`config.mk`:
```
export PLATFORM = sky130hd
export DESIGN_NAME = load_store_unit_flat
export DESIGN_NICKNAME = d
export VERILOG_FILES = /design/src/rtl/load_store_unit_pkg.sv /design/src/rtl/load_store_unit_if.sv /design/src/rtl/load_store_unit_mem_align.sv /design/src/rtl/load_store_unit.sv /design/src/flat_wrapper.sv
export SDC_FILE = /design/constraint.sdc
export NUM_CORES = 1
export LEC_CHECK = 0
export BUFFER_PORTS_ARGS = -buffer_cell sky130_fd_sc_hd__buf_2
export CORE_MARGIN = 2
export CORE_UTILIZATION = 49
export CTS_CLUSTER_DIAMETER = 50
export CTS_CLUSTER_SIZE = 8
export DETAILED_ROUTE_END_ITERATION = 10
export GPL_TIMING_DRIVEN = 0
export MAX_ROUTING_LAYER = met4
export PLACE_DENSITY = 0.78
export SYNTH_ARGS = -nofsm -noshare
export SYNTH_HDL_FRONTEND = slang
export SYNTH_SLANG_ARGS = --single-unit
export TNS_END_PERCENT = 50
```
`constraint.sdc`:
```
create_clock -name clk -period 3.47 [get_ports clk]
set_input_delay 0.347 -clock clk [delete_from_list [all_inputs] [get_ports clk]]
set_output_delay 0.347 -clock clk [all_outputs]
set_load 0.01 [all_outputs]
```
`src/rtl/load_store_unit_pkg.sv`:
```
// Shared types and constants for the RV32I load/store unit.
// funct3 encodings, FSM states and the funct3 legality check.
package lsu_pkg;

  localparam int DW = 32;

  localparam logic [2:0] F3_B  = 3'b000;
  localparam logic [2:0] F3_H  = 3'b001;
  localparam logic [2:0] F3_W  = 3'b010;
  localparam logic [2:0] F3_BU = 3'b100;
  localparam logic [2:0] F3_HU = 3'b101;

  typedef enum logic [1:0] {
    IDLE,
    REQ,
    WAIT,
    RESP
  } lsu_state_t;

  // Stores have no unsigned forms, so only B/H/W are legal for them.
  function automatic logic f3_legal(
    input logic [2:0] f3,
    input logic       st
  );
    if (st)
      return (f3 == F3_B) || (f3 == F3_H) || (f3 == F3_W);
    return (f3 == F3_B)  || (f3 == F3_H) ||
           (f3 == F3_W)  || (f3 == F3_BU) ||
           (f3 == F3_HU);
  endfunction

endpackage

```
`src/rtl/load_store_unit_if.sv`:
```
// Handshake bundles of the load/store unit: the EX-side request
// channel and the data-memory request/grant/response port.
interface lsu_ex_if;
  import lsu_pkg::*;

  logic          req_valid;
  logic          req_ready;
  logic          MemRead;
  logic          MemWrite;
  logic [2:0]    Funct3;
  logic [DW-1:0] ALUResult;
  logic [DW-1:0] WrData;
  logic          rsp_valid;
  logic          fault;
  logic [DW-1:0] RdData;

  modport master (
    output req_valid, MemRead, MemWrite,
    output Funct3, ALUResult, WrData,
    input  req_ready, rsp_valid, fault, RdData
  );

  modport slave (
    input  req_valid, MemRead, MemWrite,
    input  Funct3, ALUResult, WrData,
    output req_ready, rsp_valid, fault, RdData
  );
endinterface

interface lsu_mem_if;
  import lsu_pkg::*;

  logic          mem_req;
  logic          mem_we;
  logic [DW-1:0] mem_addr;
  logic [3:0]    mem_be;
  logic [DW-1:0] mem_wdata;
  logic          mem_gnt;
  logic          mem_rvalid;
  logic [DW-1:0] mem_rdata;

  modport master (
    output mem_req, mem_we, mem_addr,
    output mem_be, mem_wdata,
    input  mem_gnt, mem_rvalid, mem_rdata
  );

  modport slave (
    input  mem_req, mem_we, mem_addr,
    input  mem_be, mem_wdata,
    output mem_gnt, mem_rvalid, mem_rdata
  );
endinterface

```
`src/rtl/load_store_unit_mem_align.sv`:
```
// Byte-lane steering: store enables/replication, load extraction
// with sign/zero extension, and the natural-alignment check.
module mem_align
  import lsu_pkg::*;
(
  input  logic [2:0]  f3_i,
  input  logic [1:0]  off_i,
  input  logic [31:0] wdata_i,
  input  logic [31:0] rdata_i,
  output logic [3:0]  be_o,
  output logic [31:0] wdata_o,
  output logic [31:0] rdata_o,
  output logic        misal_o
);

  logic [7:0]  b;
  logic [15:0] h;

  assign b = rdata_i[{off_i, 3'b000} +: 8];
  assign h = rdata_i[{off_i[1], 4'b0000} +: 16];

  // Decode access size into lanes, extension and alignment.
  always_comb begin
    be_o    = 4'b0000;
    wdata_o = '0;
    rdata_o = '0;
    misal_o = 1'b0;
    unique case (1'b1)
      (f3_i == F3_B) || (f3_i == F3_BU): begin
        be_o    = 4'b0001 << off_i;
        wdata_o = {4{wdata_i[7:0]}};
        rdata_o = (f3_i == F3_B) ?
                  {{24{b[7]}}, b} : {24'b0, b};
      end
      (f3_i == F3_H) || (f3_i == F3_HU): begin
        be_o    = off_i[1] ? 4'b1100 : 4'b0011;
        wdata_o = {2{wdata_i[15:0]}};
        rdata_o = (f3_i == F3_H) ?
                  {{16{h[15]}}, h} : {16'b0, h};
        misal_o = off_i[0];
      end
      (f3_i == F3_W): begin
        be_o    = 4'b1111;
        wdata_o = wdata_i;
        rdata_o = rdata_i;
        misal_o = (off_i != 2'b00);
      end
      default: ;
    endcase
  end

endmodule

```
`src/rtl/load_store_unit.sv`:
```
// RV32I load/store unit: accepts one EX memory op, runs the
// req/gnt/rvalid transaction and returns extended load data.
module load_store_unit
  import lsu_pkg::*;
#(
  parameter int DATA_WIDTH = 32
) (
  input  logic      clk,
  input  logic      reset,
  lsu_ex_if.slave   ex,
  lsu_mem_if.master mem
);

  lsu_state_t state_q;

  logic [2:0]            f3_q;
  logic [1:0]            off_q;
  logic                  mem_req_q;
  logic                  mem_we_q;
  logic [DATA_WIDTH-1:0] addr_q;
  logic [3:0]            be_q;
  logic [DATA_WIDTH-1:0] wdata_q;
  logic                  rsp_q;
  logic                  fault_q;
  logic [DATA_WIDTH-1:0] rd_q;

  logic        idle;
  logic        accept;
  logic        fault_d;
  logic [2:0]  al_f3;
  logic [1:0]  al_off;
  logic [3:0]  al_be;
  logic [31:0] al_wdata;
  logic [31:0] al_rdata;
  logic        al_misal;

  assign idle   = (state_q == IDLE);
  assign accept = idle & ex.req_valid &
                  (ex.MemRead | ex.MemWrite);

  // In IDLE the aligner looks at the incoming op; afterwards it
  // works from the captured funct3/offset for load extraction.
  assign al_f3  = idle ? ex.Funct3 : f3_q;
  assign al_off = idle ? ex.ALUResult[1:0] : off_q;

  assign fault_d = (ex.MemRead & ex.MemWrite) |
                   ~f3_legal(ex.Funct3, ex.MemWrite) |
                   al_misal;

  mem_align u_align (
    .f3_i    (al_f3),
    .off_i   (al_off),
    .wdata_i (ex.WrData),
    .rdata_i (mem.mem_rdata),
    .be_o    (al_be),
    .wdata_o (al_wdata),
    .rdata_o (al_rdata),
    .misal_o (al_misal)
  );

  assign ex.req_ready  = idle;
  assign ex.rsp_valid  = rsp_q;
  assign ex.fault      = fault_q;
  assign ex.RdData     = rd_q;
  assign mem.mem_req   = mem_req_q;
  assign mem.mem_we    = mem_we_q;
  assign mem.mem_addr  = addr_q;
  assign mem.mem_be    = be_q;
  assign mem.mem_wdata = wdata_q;

  // Transaction FSM with registered bus and response outputs.
  always_ff @(posedge clk or negedge reset) begin
    if (!reset) begin
      state_q   <= IDLE;
      f3_q      <= '0;
      off_q     <= '0;
      mem_req_q <= 1'b0;
      mem_we_q  <= 1'b0;
      addr_q    <= '0;
      be_q      <= '0;
      wdata_q   <= '0;
      rsp_q     <= 1'b0;
      fault_q   <= 1'b0;
      rd_q      <= '0;
    end else begin
      rsp_q   <= 1'b0;
      fault_q <= 1'b0;
      case (state_q)
        IDLE: begin
          if (accept) begin
            f3_q  <= ex.Funct3;
            off_q <= ex.ALUResult[1:0];
            if (fault_d) begin
              state_q <= RESP;
              rsp_q   <= 1'b1;
              fault_q <= 1'b1;
              rd_q    <= '0;
            end else begin
              state_q   <= REQ;
              mem_req_q <= 1'b1;
              mem_we_q  <= ex.MemWrite;
              addr_q    <= {ex.ALUResult[31:2], 2'b00};
              be_q      <= al_be;
              wdata_q   <= ex.MemWrite ? al_wdata : '0;
            end
          end
        end
        REQ: begin
          if (mem.mem_gnt) begin
            mem_req_q <= 1'b0;
            if (mem_we_q) begin
              state_q <= RESP;
              rsp_q   <= 1'b1;
              rd_q    <= '0;
            end else begin
              state_q <= WAIT;
            end
          end
        end
        WAIT: begin
          if (mem.mem_rvalid) begin
            state_q <= RESP;
            rsp_q   <= 1'b1;
            rd_q    <= al_rdata;
          end
        end
        RESP: state_q <= IDLE;
        default: state_q <= IDLE;
      endcase
    end
  end

endmodule

```
`src/flat_wrapper.sv`:
```
// flat-port wrapper written by rule: the top's interface ports become plain ports
module load_store_unit_flat import lsu_pkg::*;
#(
  parameter int DATA_WIDTH = 32
)
  (clk, reset, ex_req_valid, ex_MemRead, ex_MemWrite, ex_Funct3, ex_ALUResult, ex_WrData, ex_req_ready, ex_rsp_valid, ex_fault, ex_RdData, mem_mem_req, mem_mem_we, mem_mem_addr, mem_mem_be, mem_mem_wdata, mem_mem_gnt, mem_mem_rvalid, mem_mem_rdata);
  lsu_ex_if ex_i ();
  lsu_mem_if mem_i ();
  input  logic clk;
  input  logic reset;
  input wire logic [$bits(ex_i.req_valid)-1:0] ex_req_valid;
  input wire logic [$bits(ex_i.MemRead)-1:0] ex_MemRead;
  input wire logic [$bits(ex_i.MemWrite)-1:0] ex_MemWrite;
  input wire logic [$bits(ex_i.Funct3)-1:0] ex_Funct3;
  input wire logic [$bits(ex_i.ALUResult)-1:0] ex_ALUResult;
  input wire logic [$bits(ex_i.WrData)-1:0] ex_WrData;
  output wire logic [$bits(ex_i.req_ready)-1:0] ex_req_ready;
  output wire logic [$bits(ex_i.rsp_valid)-1:0] ex_rsp_valid;
  output wire logic [$bits(ex_i.fault)-1:0] ex_fault;
  output wire logic [$bits(ex_i.RdData)-1:0] ex_RdData;
  output wire logic [$bits(mem_i.mem_req)-1:0] mem_mem_req;
  output wire logic [$bits(mem_i.mem_we)-1:0] mem_mem_we;
  output wire logic [$bits(mem_i.mem_addr)-1:0] mem_mem_addr;
  output wire logic [$bits(mem_i.mem_be)-1:0] mem_mem_be;
  output wire logic [$bits(mem_i.mem_wdata)-1:0] mem_mem_wdata;
  input wire logic [$bits(mem_i.mem_gnt)-1:0] mem_mem_gnt;
  input wire logic [$bits(mem_i.mem_rvalid)-1:0] mem_mem_rvalid;
  input wire logic [$bits(mem_i.mem_rdata)-1:0] mem_mem_rdata;
  assign ex_i.req_valid = ex_req_valid;
  assign ex_i.MemRead = ex_MemRead;
  assign ex_i.MemWrite = ex_MemWrite;
  assign ex_i.Funct3 = ex_Funct3;
  assign ex_i.ALUResult = ex_ALUResult;
  assign ex_i.WrData = ex_WrData;
  assign ex_req_ready = ex_i.req_ready;
  assign ex_rsp_valid = ex_i.rsp_valid;
  assign ex_fault = ex_i.fault;
  assign ex_RdData = ex_i.RdData;
  assign mem_mem_req = mem_i.mem_req;
  assign mem_mem_we = mem_i.mem_we;
  assign mem_mem_addr = mem_i.mem_addr;
  assign mem_mem_be = mem_i.mem_be;
  assign mem_mem_wdata = mem_i.mem_wdata;
  assign mem_i.mem_gnt = mem_mem_gnt;
  assign mem_i.mem_rvalid = mem_mem_rvalid;
  assign mem_i.mem_rdata = mem_mem_rdata;
  load_store_unit #(.DATA_WIDTH(DATA_WIDTH)) u_core (.clk(clk), .reset(reset), .ex(ex_i), .mem(mem_i));
endmodule
```
==> metrics.csv, run 1 <==
metric,value,unit
core area,10890,sq um
mux contribution to synthesized area,11.71,%
"count leader, synth",dfrtp_1,
VDD IR max,0.6360,mV
gr ovfl total,0,
Placed Area,6760,sq um
"Slew Viols, Final",0,
post-synth top area cell,dfrtp_1,
utilization after layout,64.28,%
fraction of the mapped netlist area in compound gates,25.50,%
worst-skew pair later-pin latency,400,ps
leading cell types by count after synthesis,"dfrtp_1, o21ai_0, mux2_2",
Worst-path clk slew,110,ps
adder-cell share of the synthesized area,0.9074,%
CTS H-Tree Depth,3,
share of post-route cells with drive strength above 1,45.18,%
Required @ worst endpoint,3740,ps
die area,12120,sq um
multi-input logic area,2505,sq um
Worst setup SP type,flip-flop,
Yosys reg bits,109,
Reg area,2728,sq um
max-cap check violation count,0,
Avg WL per Cell,19.92,um
initial core utilization,50.66,%
pwr dens,927.8,nW/um^2
yosys synthesis warning count,0,
CTS tree,built,
Num CTS Buffers,9,
die width,110.1,um
drt drc,0,
post-route clock skew,12.72,ps
DP Wirelength,12.76,mm
Synth Area per Inst,11.49,sq um
pin count of the biggest net entering global routing,64,
post-synthesis xor/xnor area fraction,0,%
post-synthesis simple-gate area fraction,7.169,%
Worst Path Arrival,3460,ps
Yosys cell types,64,
Slew Limit Headroom,44.49,%
vias per inst,5.991,
RSZ-0062 raised after global routing,no,
synth top area cells,"dfrtp_1, mux2_2, o2bb2ai_1, o21ai_0, a222oi_1",
post-CTS setup buffers,0,
CTS root buffer,clkbuf_8,
Mapped Cells,480,
clock sink count,109,
IO Count,211,
Max Fclk,0.3132,GHz
number of global-route vias before repair,5047,
endpoints failing setup,0,
Via Count,5074,
Setup CP Type,reg2reg,
hold depth,2,
Die Ht,110.1,um
Tightest Pin Transition,809.5,ps
Synth top area share,49.46,%
Reg2Reg Depth,9,
static leakage,3.395,nW
setup_tns,0,ps
Fillers,871,
first-pass GRT wire length,25.99,mm
Final Instance Area,6999,sq um
Routed WL,16.87,mm
TritonRoute pass-1 iters,7,
initial antenna violation count,1,
Worst setup EP type,flip-flop,
I/O Buffers,207,
placed cell count,829,
Post-DRT Antenna Nets,0,
drt initial violations,656,
Synth Flop Type,dfrtp_1,
post-synthesis sequential area ratio,49.46,%
worst-path fanout max,10,
post-layout net count,811,
Tcrit/Tclk final,92.03,%
status,"finished, final reports clean",
RePlAce Congestion,0.9516,
largest family of logic cells by synthesized area,compound AO/OA/AOI/OAI gates,
row count,38,
final std cells w/o fill,847,
Final Hold Viols,0,
clk buf depth,2,
r2r setup slk,280,ps
total track usage,29.26,%
fin crit period,3193,ps
worst hold path class,in2reg,
number of flops mapped to enable cells by yosys,0,
Post-synth ARST share,100.0,%
Netlist Area Pre-Place,5515,sq um
Synth-to-Final Area Change,26.91,%
[worst max-delay path: stages, from the launching register on]
cell and delay (ps):
dfrtp_1 450, inv_1 110, ha_1 350, buf_6 200, buf_12 140, buf_2 240, mux2i_1 680, mux4_2 400
a222oi_1 400, o2bb2ai_1 90
[placed cells by master, fill, tap and decap left out, types with 4 or more instances in the layout]
cell,Yosys,layout
a211oi_1,18,18
ha_1,4,4
o31ai_1,15,15
nand2_1,29,29
a22oi_1,8,8
a21oi_1,13,13
o21ai_0,48,48
inv_1,9,9
a222oi_1,17,17
clkbuf_1,19,19
dfrtp_1,109,109
nor4b_1,4,4
clkbuf_8,0,9
mux2_2,47,47
buf_4,3,4
mux2i_1,8,8
buf_6,4,4
inv_6,0,4
nor2_1,5,5
buf_2,17,223
o221a_2,6,6
and2_1,4,4
a221oi_1,8,8
nand3_1,4,4
o2bb2ai_1,29,29
[worst paths after layout]
kind	from	end
hold reg to reg	u_core.ex.RdData[4]$_DFFE_PN0P_	u_core.ex.RdData[4]$_DFFE_PN0P_
max in group asynchronous	reset	u_core.f3_q[0]$_DFFE_PN0P_
min in group asynchronous	reset	u_core.mem.mem_addr[31]$_DFFE_PN0P_
setup reg to reg	u_core.state_q[0]$_DFFE_PN0P_	u_core.ex.RdData[4]$_DFFE_PN0P_
setup / recovery	u_core.state_q[0]$_DFFE_PN0P_	u_core.ex.RdData[4]$_DFFE_PN0P_
hold / removal	ex_ALUResult[4]	u_core.mem.mem_addr[4]$_DFFE_PN0P_
[power breakdown]
group	internal, W	leakage (nW)	switching, W
Clock	0.000417	0.111	0.000468
Combinational	0.00150	1.86	0.00200
Sequential	0.00181	1.42	0.000309
Total	0.00372	3.40	0.00277
[registers in the layout, indices dropped and copies added, names as in the netlist]
| name | count |
|---|---|
| u_core.state_q | 2 |
| u_core.mem.mem_we | 1 |
| u_core.f3_q | 3 |
| u_core.mem.mem_be | 4 |
| u_core.ex.rsp_valid | 1 |
| u_core.ex.RdData | 32 |
| u_core.mem.mem_wdata | 32 |
| u_core.mem.mem_req | 1 |
| u_core.ex.fault | 1 |
| u_core.mem.mem_addr | 30 |
| u_core.off_q | 2 |
[layout make-up]
type                    count  area share (%)
inverters                   9          0.4827
clock buffers               9           1.770
clock inverters             7           1.466
multi-input cells         317           35.79
well taps                 140           2.503
plain buffers              46           3.611
repair buffers            209           15.37
flip-flops and latches    109           38.97
diodes                      1         0.03575
[routing by layer]
metal	routed length, um	part of all wire, %	vias up	GRT usage [%]
met5	0	0	-	-
met4	318	1.9	0	8.036
met3	1409	8.4	28	7.584
met2	8330	49	275	46.71
met1	6811	40	2462	37.25
li1	-	-	2309	-
[timing repair]
action | 4_1_cts | 5_1_grt
endpoints found under the hold margin | 46 | 0
gates resized for setup | 0 | 0
hold buffers | 1 | 0
[logic make-up (layout without fill, tap and decap cells)]
logic type | count (synthesis) | in the layout
buffers and inverters | 55 | 280
other | 1 | 3
adder cells (fa/ha/maj) | 4 | 4
AO/OA/AOI/OAI | 186 | 186
AND/OR/NAND/NOR | 68 | 68
flip-flops | 109 | 109
multiplexers | 57 | 57
[stage by stage]
step           total power, W  setup slack [ps]  hold WS [ps]
2_1_floorplan        0.004340             895.4         51.41
3_3_place_gp         0.005473             386.8         472.4
3_5_place_dp         0.005586             353.2         390.6
4_1_cts              0.006489             327.1         159.6
5_1_grt              0.006934             115.6         144.4
6_report             0.006494             276.7         175.6
Note: power is estimated with default switching activity, not from simulation.
==> inputs of run 2 (changes only) <==
--- a/config.mk
+++ b/config.mk
@@ -6,6 +6,8 @@
 export NUM_CORES = 1
 export LEC_CHECK = 0
 export BUFFER_PORTS_ARGS = -buffer_cell sky130_fd_sc_hd__buf_2
+export CAP_MARGIN = 40
+export CORE_ASPECT_RATIO = 0.7
 export CORE_MARGIN = 2
 export CORE_UTILIZATION = 49
 export CTS_CLUSTER_DIAMETER = 50
@@ -13,7 +15,7 @@
 export DETAILED_ROUTE_END_ITERATION = 10
 export GPL_TIMING_DRIVEN = 0
 export MAX_ROUTING_LAYER = met4
-export PLACE_DENSITY = 0.78
+export PLACE_DENSITY_LB_ADDON = 0.2
 export SYNTH_ARGS = -nofsm -noshare
 export SYNTH_HDL_FRONTEND = slang
 export SYNTH_SLANG_ARGS = --single-unit
==> run 2 against run 1 <==
  * Worst setup slack better by 65 ps
  * Total power is 2.5% higher
  * Largest power group unchanged
  * Via count is 1.4% higher
  * Sequential share of layout area is 0.57 points lower
  * Critical path type unchanged
  * Wire length is 1.2% higher
==> metrics.csv, run 2 (same netlist as run 1, synthesis figures left out) <==
metric,value,unit
status,"finished, final reports clean",
Routed met3 length,1.517,mm
share of post-route cells with drive strength above 1,45.12,%
first-pass GRT wire length,26.19,mm
Sw Pwr,0.002823,W
VDD IR max,0.4684,mV
r2r setup slk,340,ps
Worst setup SP type,flip-flop,
number of global-route vias before repair,4918,
CTS tree,built,
RSZ-0062 raised after global routing,no,
Pint,0.003835,W
wire length on met2,7.724,mm
die width,130.8,um
pwr dens,937.4,nW/um^2
drt initial violations,572,
TritonRoute pass-1 iters,5,
worst-path fanout max,10,
initial antenna violation count,0,
IO Count,211,
clk buf depth,2,
Tightest Pin Transition,816.8,ps
setup_tns,0,ps
switch share,42.40,%
post-layout net count,812,
"most common cell after layout, fill and taps aside",buf_2,
DP Wirelength,12.82,mm
drt drc,0,
gr ovfl total,0,
Reg area,2728,sq um
Avg WL per Cell,19.86,um
Setup CP Type,reg2reg,
vias per inst,5.983,
worst r2r src,u_core.state_q[0]$_DFFE_PN0P_,
Worst setup EP type,flip-flop,
total track usage,28.93,%
CTS H-Tree Depth,3,
Slew Limit Headroom,43.99,%
Final Instance Area,7103,sq um
Power Total,0.006658,W
max-cap check violation count,0,
reg2reg end,u_core.ex.RdData[4]$_DFFE_PN0P_,
"worst slack, placed",391.3,ps
Clk network pwr share,15.4,%
worst hold path class,in2reg,
Worst Path Arrival,3350,ps
Max Fclk,0.3196,GHz
Num CTS Buffers,9,
Final Hold Viols,0,
row count,32,
Reg2Reg Depth,9,
static leakage,3.439,nW
DRT met1 WL,7.559,mm
endpoints failing setup,0,
I/O Buffers,207,
Worst-path clk slew,80,ps
Synth-to-Final Area Change,28.79,%
Post-DRT Antenna Nets,0,
Required @ worst endpoint,3690,ps
initial core utilization,50.09,%
die area,12130,sq um
Fillers,919,
Worst Setup SP,u_core.state_q[0]$_DFFE_PN0P_,
utilization after layout,64.51,%
multi-input logic area,2505,sq um
Placed Area,6797,sq um
fin crit period,3129,ps
worst-skew pair later-pin latency,350,ps
Tcrit/Tclk final,90.16,%
"Slew Viols, Final",0,
post-CTS setup buffers,0,
end of the critical path,u_core.ex.RdData[4]$_DFFE_PN0P_,
Comb power frac,52.6,%
Die Ht,92.77,um
core area,11010,sq um
CTS root buffer,clkbuf_16,
pin count of the biggest net entering global routing,48,
Via Count,5145,
Setup WS post-layout,341.4,ps
Routed WL,17.08,mm
RePlAce Congestion,0.9499,
highest metal used,met4,
most frequent cells in the layout,"buf_2, dfrtp_1, o21ai_0",
post-route clock skew,8.507,ps
sequential power share,32.0,%
clock sink count,109,
Antenna Cells,0,
run 2: cell count changes in the layout (fill, tap and decap cells not counted), sizes merged:
cell      previous run  this run
bufinv               2         0
clkbuf              29        31
clkinv               0         2
buf                234       235
clkinvlp             1         0
diode                1         0
inv                 13        12
run 2: critical path: stages, from the launching register on:
cell and delay (ps):
dfrtp_1 440, inv_1 110, ha_1 350, buf_6 200, buf_12 150, buf_2 240
mux2i_1 670, mux4_2 420, a222oi_1 310, o2bb2ai_1 100
run 2: per-layer routing:
layer  vias up  GRT usage [%]
met2       288          42.27
met4         0          7.181
met3        32          7.163
met1      2514          40.76
met5         -              -
li1       2311              -
run 2: layout make-up:
| cell class | count | area share, % |
|---|---|---|
| Sequential cell | 109 | 38.40 |
| Multi-Input combinational cell | 317 | 35.27 |
| Timing Repair Buffer | 210 | 15.43 |
| Buffer | 46 | 3.558 |
| Clock buffer | 11 | 3.417 |
| Tap cell | 153 | 2.695 |
| Clock inverter | 5 | 0.7574 |
| Inverter | 9 | 0.4756 |
run 2: power groups by stage:
stage | clock network (W) | logic [W] | registers (W)
global placement | 0 | 0.00338 | 0.00212
CTS | 0.00104 | 0.00347 | 0.00213
floorplan | 0 | 0.00200 | 0.00234
global route | 0.00110 | 0.00378 | 0.00219
detailed placement | 0 | 0.00346 | 0.00213
finish | 0.00102 | 0.00350 | 0.00213
run 2: what timing repair did:
| action | in CTS | in global routing |
|---|---|---|
| hold buffers | 1 | 0 |
| hold endpoints to repair | 25 | 0 |
| resized for setup | 0 | 0 |
run 2: through the flow:
| step | instances | hold slack, ps |
|---|---|---|
| after floorplan | 481 | 51.41 |
| after global placement | 841 | 466.6 |
| after detailed placement | 843 | 286.6 |
| after CTS | 860 | 215.4 |
| after global routing | 860 | 212.7 |
| final | 860 | 225.0 |
run 2: how the worst min path moves through the flow:
stage	from	to	slack, ps	depth (start not counted)
after floorplan	reset	u_core.ex.RdData[0]$_DFFE_PN0P_	50	0
after global placement	u_core.ex.RdData[0]$_DFFE_PN0P_	u_core.ex.RdData[0]$_DFFE_PN0P_	470	1
after detailed placement	reset	u_core.ex.fault$_DFF_PN0_	290	1
after CTS	ex_ALUResult[3]	u_core.mem.mem_addr[3]$_DFFE_PN0P_	220	2
after global routing	ex_ALUResult[9]	u_core.mem.mem_addr[9]$_DFFE_PN0P_	210	2
final	ex_ALUResult[3]	u_core.mem.mem_addr[3]$_DFFE_PN0P_	220	2
==> inputs of run 3 (changes only) <==
--- a/config.mk
+++ b/config.mk
@@ -7,7 +7,7 @@
 export LEC_CHECK = 0
 export BUFFER_PORTS_ARGS = -buffer_cell sky130_fd_sc_hd__buf_2
 export CAP_MARGIN = 40
-export CORE_ASPECT_RATIO = 0.7
+export CORE_ASPECT_RATIO = 0.5
 export CORE_MARGIN = 2
 export CORE_UTILIZATION = 49
 export CTS_CLUSTER_DIAMETER = 50
==> run 3 against run 2 <==
  * Non-clock buffer count is the same
  * Sequential power is essentially flat
  * Final cell count shrank 0.93%
  * Design area is essentially flat
  * Combinational power is essentially flat
  * Total power grew 0.47%
  * First-iteration DRC count shrank 22%
  * Maximum frequency shrank 5.8%
  * Highest routed layer unchanged
==> metrics.csv, run 3 (same netlist as run 1, synthesis figures left out) <==
metric,value,unit
status,"finished, final reports clean",
share of post-route cells with drive strength above 1,45.26,%
Sw Pwr,0.002797,W
gr ovfl total,0,
hold depth,2,
final std cells w/o fill,852,
Worst setup EP type,flip-flop,
DP Wirelength,12.20,mm
Required @ worst endpoint,3690,ps
die width,154.0,um
"Slew Viols, Final",0,
wire length on met2,7.541,mm
sequential power share,31.6,%
Num CTS Buffers,9,
Clk network pwr share,16.2,%
Reg2Reg Depth,9,
Via Count,5143,
number of global-route vias before repair,4951,
TritonRoute pass-1 iters,7,
most frequent cells in the layout,"buf_2, dfrtp_1, o21ai_0",
worst hold path class,in2reg,
vias per inst,6.036,
slowest CP cell,mux2i_1,
static leakage,3.444,nW
switch share,41.81,%
Worst-path clk slew,80,ps
total track usage,28.43,%
drt initial violations,446,
post-layout net count,812,
RSZ-0062 raised after global routing,no,
Slew Limit Headroom,40.61,%
setup_tns,0,ps
Placed Area,6774,sq um
core area,10980,sq um
Setup WS post-layout,147.4,ps
Power Total,0.006690,W
Setup CP Type,reg2reg,
worst-skew pair later-pin latency,350,ps
PostCTS Resize Cnt,0,
VDD IR max,0.4075,mV
highest metal used,met4,
Comb power frac,52.2,%
Final Instance Area,7098,sq um
Post-DRT Antenna Nets,0,
RePlAce Congestion,0.8908,
initial antenna violation count,0,
Worst Path Arrival,3550,ps
worst-path fanout max,10,
CTS tree,built,
CTS root buffer,clkbuf_16,
pin count of the biggest net entering global routing,68,
Tcrit/Tclk final,95.75,%
Routed met3 length,1.607,mm
first-pass GRT wire length,26.21,mm
Antenna Cells,0,
Pint,0.003893,W
Worst setup SP type,flip-flop,
placed cell count,835,
Die Ht,79.02,um
endpoints failing setup,0,
"worst slack, placed",279.9,ps
Worst path max stage delay,760,ps
max-cap check violation count,0,
row count,27,
DRT met1 WL,7.179,mm
pwr dens,942.5,nW/um^2
clock sink count,109,
drt drc,0,
Final Hold Viols,0,
Avg WL per Cell,19.57,um
I/O Buffers,207,
Max Fclk,0.3010,GHz
clk buf depth,2,
Routed WL,16.67,mm
CTS H-Tree Depth,3,
post-route clock skew,11.27,ps
initial core utilization,50.23,%
IO Count,211,
die area,12170,sq um
Tightest Pin Transition,866.0,ps
crit path cell chain,inv_1 > ha_1 > buf_6 > buf_12 > buf_2 > mux2i_1 > mux4_2 > a222oi_1 > o2bb2ai_1,
fin crit period,3323,ps
"most common cell after layout, fill and taps aside",buf_2,
Synth-to-Final Area Change,28.70,%
==> run 3: changes by cell type in the layout (fill, tap and decap cells not counted) <==
cell	before	now
buf_12	2	1
clkbuf_8	1	0
clkbuf_1	20	19
clkinv_2	0	1
buf_4	4	5
bufinv_16	0	1
==> run 3: path summary, 6_finish.rpt <==
check	from	slack, ps	end
worst max-delay path	u_core.state_q[0]$_DFFE_PN0P_	150	u_core.ex.RdData[4]$_DFFE_PN0P_
max in group asynchronous	reset	2230	u_core.mem.mem_addr[8]$_DFFE_PN0P_
min in group asynchronous	reset	530	u_core.ex.RdData[27]$_DFFE_PN0P_
worst min register to register	u_core.ex.RdData[25]$_DFFE_PN0P_	490	u_core.ex.RdData[25]$_DFFE_PN0P_
worst min-delay path	ex_ALUResult[2]	220	u_core.mem.mem_addr[2]$_DFFE_PN0P_
worst max register to register	u_core.state_q[0]$_DFFE_PN0P_	150	u_core.ex.RdData[4]$_DFFE_PN0P_
==> run 3: stage by stage <==
| step | utilization [%] | hold slack [ps] |
|---|---|---|
| floorplan | - | 51.41 |
| global placement | 61.36 | 468.3 |
| detailed placement | 61.70 | 379.1 |
| CTS | 64.65 | 211.0 |
| global route | 64.65 | 206.0 |
| finish | 64.65 | 217.9 |
==> run 3: metal layers <==
metal | GRT usage [%] | vias up
li1 | - | 2315
met1 | 38.49 | 2501
met2 | 42.60 | 297
met3 | 7.369 | 30
met4 | 8.598 | 0
met5 | - | -
==> run 3: power by group through the flow <==
| stage | logic [W] | registers [W] | clock network (W) |
|---|---|---|---|
| after floorplan | 0.00200 | 0.00234 | 0 |
| after global placement | 0.00337 | 0.00212 | 0 |
| after detailed placement | 0.00346 | 0.00213 | 0 |
| after CTS | 0.00347 | 0.00212 | 0.00110 |
| after global routing | 0.00380 | 0.00218 | 0.00116 |
| final | 0.00349 | 0.00212 | 0.00108 |
==> run 3: final cells by class <==
type	instances	area, sq um
fill	932	3881
sequential	109	2728
multi-input combinational	317	2505
timing repair buffer	210	1084
buffer	46	252.7
clock buffer	9	225.2
tap	145	181.4
clock inverter	7	88.84
inverter	9	33.78
==> run 3: worst max-delay path, delay by kind of cell (launching register included) <==
kind	cells	cell delay [ps]
buf+inv	4	690
compound gates	2	550
fa+ha+maj	1	340
flops	1	440
mux	2	1170
==> run 3: what timing repair did <==
| item | CTS | global route |
|---|---|---|
| hold buffers | 1 | 0 |
| endpoints found under the hold margin | 1 | 0 |
| endpoints found under the setup margin | 0 | 0 |
| setup buffers | 0 | 0 |
